[src/rtl/bus_arbiter.sv]
// Round-robin bus arbiter: one owner at a time, read/write handshake tracking,
// per-transaction timeout with a one-cycle bus_err pulse to the stalled owner.
module bus_arbiter #(
    parameter int NUM_MASTERS    = 4,
    parameter int TIMEOUT_CYCLES = 16
) (
    input  logic                   clk,
    input  logic                   rst,
    input  logic [NUM_MASTERS-1:0] req,
    output logic [NUM_MASTERS-1:0] gnt,
    output logic [NUM_MASTERS-1:0] bus_err,
    input  logic [1:0]             bus_control,
    output logic                   park_en,
    output logic                   busy
);

    localparam int OW = $clog2(NUM_MASTERS);
    localparam int CW = $clog2(TIMEOUT_CYCLES + 1);

    typedef enum logic [3:0] {
        IDLE       = 4'b0001,
        GRANT      = 4'b0010,
        WAIT_RSP   = 4'b0100,
        TURNAROUND = 4'b1000
    } state_t;

    state_t                 state, state_nxt;
    logic [OW-1:0]          owner, last_owner, winner, cand;
    logic [CW-1:0]          cnt;
    logic [NUM_MASTERS-1:0] owner_oh;
    logic                   any_req, found, tmo, err_nxt;
    int                     sum;

    assign any_req = |req;
    assign tmo     = (cnt == CW'(TIMEOUT_CYCLES - 1));
    assign busy    = (state != IDLE);
    assign park_en = (state == IDLE);

    // Search from the master after the last owner, wrapping around.
    always_comb begin
        winner = last_owner;
        found  = 1'b0;
        sum    = 0;
        cand   = '0;
        for (int i = 1; i <= NUM_MASTERS; i++) begin
            sum = int'(last_owner) + i;
            if (sum >= NUM_MASTERS) sum = sum - NUM_MASTERS;
            cand = OW'(sum);
            if (!found && req[cand]) begin
                winner = cand;
                found  = 1'b1;
            end
        end
    end

    for (genvar i = 0; i < NUM_MASTERS; i++) begin : g_oh
        assign owner_oh[i] = (owner == OW'(i));
    end

    assign gnt = busy ? owner_oh : '0;

    always_comb begin
        state_nxt = state;
        err_nxt   = 1'b0;
        case (state)
            IDLE: if (any_req) state_nxt = GRANT;
            GRANT: begin
                if (bus_control[0]) state_nxt = bus_control[1] ? WAIT_RSP : TURNAROUND;
                else if (tmo) begin
                    state_nxt = IDLE;
                    err_nxt   = 1'b1;
                end
            end
            WAIT_RSP: begin
                if (bus_control[0]) state_nxt = IDLE;
                else if (tmo) begin
                    state_nxt = IDLE;
                    err_nxt   = 1'b1;
                end
            end
            TURNAROUND: state_nxt = IDLE;
            default:    state_nxt = IDLE;
        endcase
    end

    always_ff @(posedge clk) begin
        if (rst) begin
            state      <= IDLE;
            owner      <= '0;
            last_owner <= OW'(NUM_MASTERS - 1);
            cnt        <= '0;
            bus_err    <= '0;
        end else begin
            state   <= state_nxt;
            bus_err <= err_nxt ? owner_oh : '0;
            if (state == IDLE && any_req) begin
                owner      <= winner;
                last_owner <= winner;
            end
            // Counter restarts on each entry to a timed state and saturates.
            if ((state_nxt == GRANT && state != GRANT) ||
                (state_nxt == WAIT_RSP && state != WAIT_RSP))
                cnt <= '0;
            else if ((state == GRANT || state == WAIT_RSP) && cnt != CW'(TIMEOUT_CYCLES))
                cnt <= cnt + 1'b1;
        end
    end

endmodule

[config.mk]
export PLATFORM = sky130hd
export DESIGN_NAME = bus_arbiter
export DESIGN_NICKNAME = d
export VERILOG_FILES = /design/src/rtl/bus_arbiter.sv
export SDC_FILE = /design/constraint.sdc
export NUM_CORES = 1
export LEC_CHECK = 0
export CAP_MARGIN = 15
export CORE_AREA = 2 2 45 47
export DETAILED_ROUTE_END_ITERATION = 10
export DIE_AREA = 0 0 47 49
export MAX_ROUTING_LAYER = met4
export PLACE_DENSITY = 0.79
export RECOVER_POWER = 100
export SYNTH_ARGS = -nofsm -noshare
export SYNTH_HDL_FRONTEND = slang
export SYNTH_SLANG_ARGS = --single-unit
[constraint.sdc]
create_clock -name clk -period 2.9 [get_ports clk]
set_input_delay 0.435 -clock clk [delete_from_list [all_inputs] [get_ports clk]]
set_output_delay 0.435 -clock clk [all_outputs]
set_load 0.05 [all_outputs]
# After elaboration in Yosys (flattened, before gate mapping)
# Index checks and enable logic that the tools add are counted.
# W data, S select, Z words.
# word_totals
regBits,17
out_inout_bits,10
elab_cells,82
# classes
addsub,9
magnitude_cmp,8
n_eq_ne,13
mux,29
bitwise_logic,1
n_reduce_logical,17
# op_table
cell,count
$mux W4,6
$mux W2,8
$lt A2 B3 Y1 const B,4
$pmux W4 S3,1
$mux W1,10
$ge A3 B3 Y1 const B,3
$bmux W1 S2,4
$eq A4 B2 Y1 const B,2
$eq A4 B3 Y1 const B,2
$sub A2 B1 Y2 const B,4
$logic_and A1 B1 Y1,7
$add A2 B2 Y3 const B,2
$reduce_or A2 Y1,3
$add A5 B1 Y5 const B,1
$eq A5 B4 Y1 const B,1
$ne A5 B5 Y1 const B,1
$add A2 B3 Y4 const B,1
$eq A2 B2 Y1 const B,2
$eq A4 B1 Y1 const B,1
$ge A4 B3 Y1 const B,1
$ne A4 B1 Y1 const B,1
$ne A4 B2 Y1 const B,1
$ne A4 B3 Y1 const B,1
$reduce_or A4 Y1,1
other kinds (6),9

# Logic depth before layout (Yosys ltp)
# Gate-level depths: netlist of the first run.
# logic_depth
depth_word,15
ltp_mapped,6
ltp_nobuf,6

# Least setup slack after synthesis of the first run
# No wires, ideal clock.
# synth_timing
path_type,register to output
start,reg state[3]
end,out gnt[0]
arrival_time_ns,1.667
required_ns,2.465
setup_slack_ns,0.798
path_stages_with_launch,3
n_path_buf,0
path_cell_list,dfxtp_1 nor4b_4 nor3_1
# synth_via
elab_chain_len,2
# synth_lines
item,line,text
from (decl),27,"state_t state, state_nxt;"
from (signal assigned),94,state <= state_nxt;
$ne A4 B1 Y1,36,assign busy = (state != IDLE);
$mux W4,60,assign gnt = busy ? owner_oh : '0;
to (decl),10,"output logic [NUM_MASTERS-1:0] gnt,"
# No other way between the ends.

# Worst setup path in the final report of the first run
# layout_timing
start,reg state[3]
end,out park_en
# layout_via
elab_chain_len,1
# layout_lines
item,line,text
$eq A4 B1 Y1,37,assign park_en = (state == IDLE);
to (decl),13,"output logic park_en,"
# No other way between the ends.

==> results.sh, run 1 <==
export IMPL_avgSynthCellArea_um2=8.51
export IMPL_routed_wirelength_um=1880
export IMPL_rows=16
export IMPL_antenna_found_initial=0
export IMPL_post_route_min_period_ps=2660
export IMPL_yosys_area_top_type="dfxtp_1"
export IMPL_place_port_buffers=17
export IMPL_drt_initial_drc_count=11
export IMPL_synth_edff_count=0
export IMPL_die_h_um=49
export IMPL_num_antenna_cells=0
export IMPL_synthMostInstantiatedCell="nor2_1"
export IMPL_worst_ep_arrival_time_ps=2230
export IMPL_grt_pass1_vias=739
export IMPL_yosys_area_share_adder=0.0401
export IMPL_power_leakage_nw=0.432
export IMPL_cp_end_kind="primary output"
export IMPL_grtUsageTotal=0.194
export IMPL_ir_drop_mv=0.296
export IMPL_finalSetupViolations=0
export IMPL_yosys_warnings=0
export IMPL_clk_latency_ps=290
export IMPL_maxSlewHeadroom=0.565
export IMPL_grt_start_max_net_pins=12
export IMPL_vias=857
export IMPL_yosysTopAreaCellShare=0.364
export IMPL_cts_root_buf="clkbuf_4"
export IMPL_seq_area_um2=340
export IMPL_finalPower_uw=605
export IMPL_synth_compound_area_frac=0.136
export IMPL_pin_count=18
export IMPL_min_from="owner[0]$_SDFFE_PP0P_"
export IMPL_path_clk_slew_ps=100
export IMPL_ys_seq_elements=17
export IMPL_syn_num_nets=121
export IMPL_worst_endpoint_required_ps=2470
export IMPL_synthFlopType="dfxtp_1"
export IMPL_gr_total_overflow=0
export IMPL_fmax_mhz=375
export IMPL_finClkSkew_ps=3.66
export IMPL_synthArstFlopShare=0
export IMPL_finalSetupTns_ps=0
export IMPL_grt_pass1_wl_um=3190
export IMPL_holdBufCountCts=0
export IMPL_fp_coreArea_um2=1840
export IMPL_cts_tree="yes"
export IMPL_viasPerCell=5.60
export IMPL_synthXorXnorAreaFrac=0.0281
export IMPL_status="completed"
export IMPL_drc_errors=0
export IMPL_die_area_um2=2300
export IMPL_clock_sinks=17
export IMPL_ctsLongestPathBuffers=2
export IMPL_synth_top_family_by_area="simple AND/OR/NAND/NOR gates"
export IMPL_area_growth_pct=21.8
export IMPL_ys_types=33
export IMPL_layout_drive_gt1_share=0.0556
export IMPL_finalHoldViolCount=0
export IMPL_multi_input_area_um2=553
export IMPL_startpoint="state[3]$_SDFF_PP0_"
export IMPL_die_w_um=47
export IMPL_netlist_top_cells_count="nor2_1, dfxtp_1, a21oi_1"
export IMPL_p_per_area_nw_per_um2=530
export IMPL_h_tree_depth=1
export IMPL_min_path_type="reg2reg"
export IMPL_cts_buffers_inserted=3
export IMPL_dpl_hpwl_um=1430
export IMPL_r2r_start="state[3]$_SDFF_PP0_"
export IMPL_finalMaxSlewViolations=0
export IMPL_period_share=0.919
export IMPL_routedWlPerCell_um=12.3
export IMPL_final_antenna_net_count=0
export IMPL_synthCells=110
export IMPL_initial_core_util=0.508
export IMPL_fin_ws_ps=236
export IMPL_syn_area_um2=936
export IMPL_dp_slack_ps=609
export IMPL_start_kind="flop"
export IMPL_firstDrtPassIters=5
export IMPL_synth_area_mux_share=0.0214
export IMPL_synth_simple_area_share=0.374
export IMPL_worstSetupPathType="reg2out"
export IMPL_postCtsResizedCells=0
export IMPL_maxCapViolations=0
export IMPL_gp_congestion=0.816
export IMPL_ys_seq_area_frac=0.364
export IMPL_postCtsSetupRepairBufs=0
export IMPL_synth_area_leaders="dfxtp_1, nor2_1, ha_1, nand2b_1, a21oi_1"
export IMPL_rsz0062_at_grt="no"
export IMPL_worst_pin_slew_ps=644
export IMPL_crit_path_max_fanout=9
export IMPL_nets=138
export IMPL_fill_cells=181
sequential cells by signal, summed over array words and instances, names as in the netlist:
name        cells
bus_err         4
cnt             5
owner           2
state           4
last_owner      2
cell usage in the layout, fill, tap and decap left out, drive strengths merged, types with 4 or more instances in the layout:
master | netlist | layout
nand2b | 6 | 6
dlygate4sd3 | 0 | 11
nor4b | 4 | 4
dfxtp | 17 | 17
clkdlybuf4s50 | 0 | 6
nand2 | 4 | 4
nor3 | 4 | 4
inv | 4 | 4
a21oi | 7 | 7
nor2 | 18 | 18
layout make-up:
| type | instances | area share |
|---|---|---|
| multi-input cells | 84 | 0.485 |
| flip-flops and latches | 17 | 0.299 |
| repair buffers | 17 | 0.149 |
| well taps | 27 | 0.0296 |
| clock buffers | 3 | 0.0198 |
| inverters | 4 | 0.0132 |
| clock inverters | 1 | 0.00439 |
critical path: stages, from the launching register on:
cell,delay [ps]
dfxtp_1,400
nor4b_4,580
dlygate4sd3_1,960
final timing paths:
check	slack, ps	endpoint	cells after the start
worst max-delay path	240	park_en	2
worst min-delay path	520	bus_err[0]$_SDFF_PP0_	1
worst max register to register	840	cnt[4]$_SDFFE_PP0P_	4
worst min register to register	520	bus_err[0]$_SDFF_PP0_	1
stage by stage:
| step | hold WS, ps | std cells | utilization | area [um2] |
|---|---|---|---|---|
| detailed placement | 508 | 149 | 0.609 | 1120 |
| global route | 562 | 153 | 0.619 | 1140 |
| global placement | 491 | 149 | 0.609 | 1120 |
| CTS | 523 | 153 | 0.624 | 1150 |
| finish | 520 | 153 | 0.619 | 1140 |
| floorplan | 468 | 110 | - | 936 |
report_power, final:
part | total (mW) | leakage [nW] | switching [mW] | internal [mW]
combinational | 0.196 | 0.276 | 0.117 | 0.0792
sequential | 0.282 | 0.139 | 0.0310 | 0.251
clock | 0.127 | 0.0177 | 0.0752 | 0.0514
total | 0.605 | 0.432 | 0.223 | 0.381
per-layer routing:
| metal | GRT usage | part of all wire | vias to the layer above |
|---|---|---|---|
| met1 | 0.245 | 0.45 | 384 |
| met4 | 0.106 | 0.034 | 0 |
| met2 | 0.283 | 0.46 | 34 |
| met3 | 0.0370 | 0.051 | 11 |
| met5 | - | 0 | - |
| li1 | - | - | 428 |
cell families after synthesis:
group,count (synthesis)
buffers and inverters,9
and+or+nand+nor,57
adders and majority gates,3
muxes,2
xor gates and xnor gates,3
DFF,17
AOI/OAI and AO/OA,19
Note: power is estimated with default switching activity, not from simulation.
==> run 2, diff against run 1 <==
--- a/config.mk
+++ b/config.mk
@@ -6,9 +6,9 @@
 export NUM_CORES = 1
 export LEC_CHECK = 0
 export CAP_MARGIN = 15
-export CORE_AREA = 2 2 45 47
+export CORE_AREA = 8 8 51 53
 export DETAILED_ROUTE_END_ITERATION = 10
-export DIE_AREA = 0 0 47 49
+export DIE_AREA = 0 0 59 61
 export MAX_ROUTING_LAYER = met4
 export PLACE_DENSITY = 0.79
 export RECOVER_POWER = 100
==> run 2 against run 1 <==
Critical path depth stayed put. Global-route usage fell by 7.4 points. Power shrank 0.19%. Sequential share of layout area barely moved.
==> results.sh, run 2 (synthesized netlist as in run 1, its figures left out) <==
export IMPL_status="completed"
export IMPL_regMostFlops="cnt"
export IMPL_maxSlewHeadroom=0.584
export IMPL_viasPerCell=5.43
export IMPL_finalHoldViolCount=0
export IMPL_worst_pin_slew_ps=616
export IMPL_holdBufCountCts=0
export IMPL_finalSetupTns_ps=0
export IMPL_critPathBufInv=1
export IMPL_final_antenna_net_count=0
export IMPL_routed_wirelength_um=1930
export IMPL_antenna_found_initial=0
export IMPL_p_comb_frac=0.325
export IMPL_fp_coreArea_um2=1840
export IMPL_start_kind="flop"
export IMPL_die_area_um2=3600
export IMPL_routedWlPerCell_um=12.6
export IMPL_path_clk_slew_ps=90
export IMPL_drt_initial_drc_count=23
export IMPL_pin_count=18
export IMPL_ctsLongestPathBuffers=2
export IMPL_grt_pass1_wl_um=3330
export IMPL_fin_ws_ps=287
export IMPL_min_from="cnt[4]$_SDFFE_PP0P_"
export IMPL_power_switching_uw=220
export IMPL_dp_slack_ps=645
export IMPL_h_tree_depth=1
export IMPL_worst_ep_arrival_time_ps=2180
export IMPL_rows=16
export IMPL_switching_share=0.365
export IMPL_power_leakage_nw=0.429
export IMPL_p_seq_frac=0.467
export IMPL_vias=831
export IMPL_post_route_min_period_ps=2610
export IMPL_worst_endpoint_required_ps=2470
export IMPL_layout_drive_gt1_share=0.0476
export IMPL_grtUsageTotal=0.120
export IMPL_pwr_share_clk=0.208
export IMPL_maxCapViolations=0
export IMPL_critical_path_max_stage_delay_ps=950
export IMPL_layout_common_cells="nor2_1, dfxtp_1, dlygate4sd3_1, a21oi_1"
export IMPL_path_cells="nor4b_4 -> dlygate4sd3_1"
export IMPL_cts_tree="yes"
export IMPL_holdPathEnd="cnt[4]$_SDFFE_PP0P_"
export IMPL_rsz0062_at_grt="no"
export IMPL_postCtsResizedCells=0
export IMPL_cts_root_buf="clkbuf_4"
export IMPL_dpl_hpwl_um=1520
export IMPL_p_int_uw=383
export IMPL_crit_path_max_fanout=9
export IMPL_postCtsSetupRepairBufs=0
export IMPL_gp_congestion=0.787
export IMPL_die_w_um=59
export IMPL_clk_latency_ps=290
export IMPL_cts_buffers_inserted=3
export IMPL_holdPathStages=2
export IMPL_nets=138
export IMPL_largestRegisters="cnt (5), bus_err (4), state (4)"
export IMPL_finClkSkew_ps=5.74
export IMPL_num_antenna_cells=0
export IMPL_grt_pass1_vias=746
export IMPL_p_per_area_nw_per_um2=530
export IMPL_drc_errors=0
export IMPL_reg2reg_depth=4
export IMPL_final_common_cell="nor2_1"
export IMPL_place_port_buffers=17
export IMPL_area_growth_pct=21.7
export IMPL_min_path_type="reg2reg"
export IMPL_fmax_mhz=383
export IMPL_worstSetupPathType="reg2out"
export IMPL_r2r_end="cnt[4]$_SDFFE_PP0P_"
export IMPL_largest_reg_flops=5
export IMPL_reg2reg_slack_ps=890
export IMPL_grt_start_max_net_pins=12
export IMPL_slowest_stage="dlygate4sd3_1"
export IMPL_ir_drop_mv=0.376
export IMPL_initial_core_util=0.508
export IMPL_finalMaxSlewViolations=0
export IMPL_die_h_um=61
export IMPL_finalSetupViolations=0
export IMPL_r2r_start="state[3]$_SDFF_PP0_"
export IMPL_cp_end_kind="primary output"
export IMPL_path_delay_family="buffers and inverters"
export IMPL_clock_sinks=17
export IMPL_period_share=0.901
export IMPL_gr_total_overflow=0
export IMPL_firstDrtPassIters=4
-- run 2: cell count changes in the layout (fill, tap and decap cells not counted), sizes merged --
cell,change
clkbuf,+1
clkinv,-1
-- run 2: routing by layer --
layer / GRT usage / share of wire / up-vias
met5: - / 0 / -
met1: 0.141 / 0.47 / 385
li1: - / - / 431
met4: 0.0307 / 0.0078 / 0
met2: 0.198 / 0.48 / 13
met3: 0.0318 / 0.045 / 2
-- run 2: how the worst max path moves through the flow --
stage                     slack, ps      end  depth (start not counted)           startpoint
after floorplan                 800   gnt[0]                          2  state[3]$_SDFF_PP0_
after global placement          660  park_en                          2  state[3]$_SDFF_PP0_
after detailed placement        650  park_en                          2  state[3]$_SDFF_PP0_
after CTS                       320  park_en                          2  state[3]$_SDFF_PP0_
after global routing            190  park_en                          2  state[3]$_SDFF_PP0_
final                           290  park_en                          2  state[3]$_SDFF_PP0_
-- run 2: layout make-up --
cell class | instances | area [um2]
clock buffers | 4 | 26.3
fillers | 176 | 703
inverters | 4 | 15.0
multi-input cells | 84 | 553
flip-flops and latches | 17 | 340
well taps | 27 | 33.8
repair buffers | 17 | 170
-- run 2: metrics by stage --
step	cell area [um2]	utilization	std cells	total power, mW	hold WS (ps)
6_report	1140	0.618	153	0.603	520
5_1_grt	1140	0.618	153	0.645	548
4_1_cts	1150	0.623	153	0.615	523
3_5_place_dp	1120	0.609	149	0.492	507
3_3_place_gp	1120	0.609	149	0.487	486
2_1_floorplan	936	-	110	0.433	468
-- run 2: power by group through the flow --
stage          combinational (mW)  clock [mW]  sequential (mW)
2_1_floorplan               0.162           0            0.271
3_3_place_gp                0.202           0            0.285
3_5_place_dp                0.205           0            0.287
4_1_cts                     0.206       0.128            0.282
5_1_grt                     0.215       0.142            0.287
6_report                    0.196       0.126            0.282
-- run 2: tightest hold or removal path, cell delays in order, from the launching register on --
cell	delay, ps
dfxtp_1	320
inv_1	70
a221oi_1	80
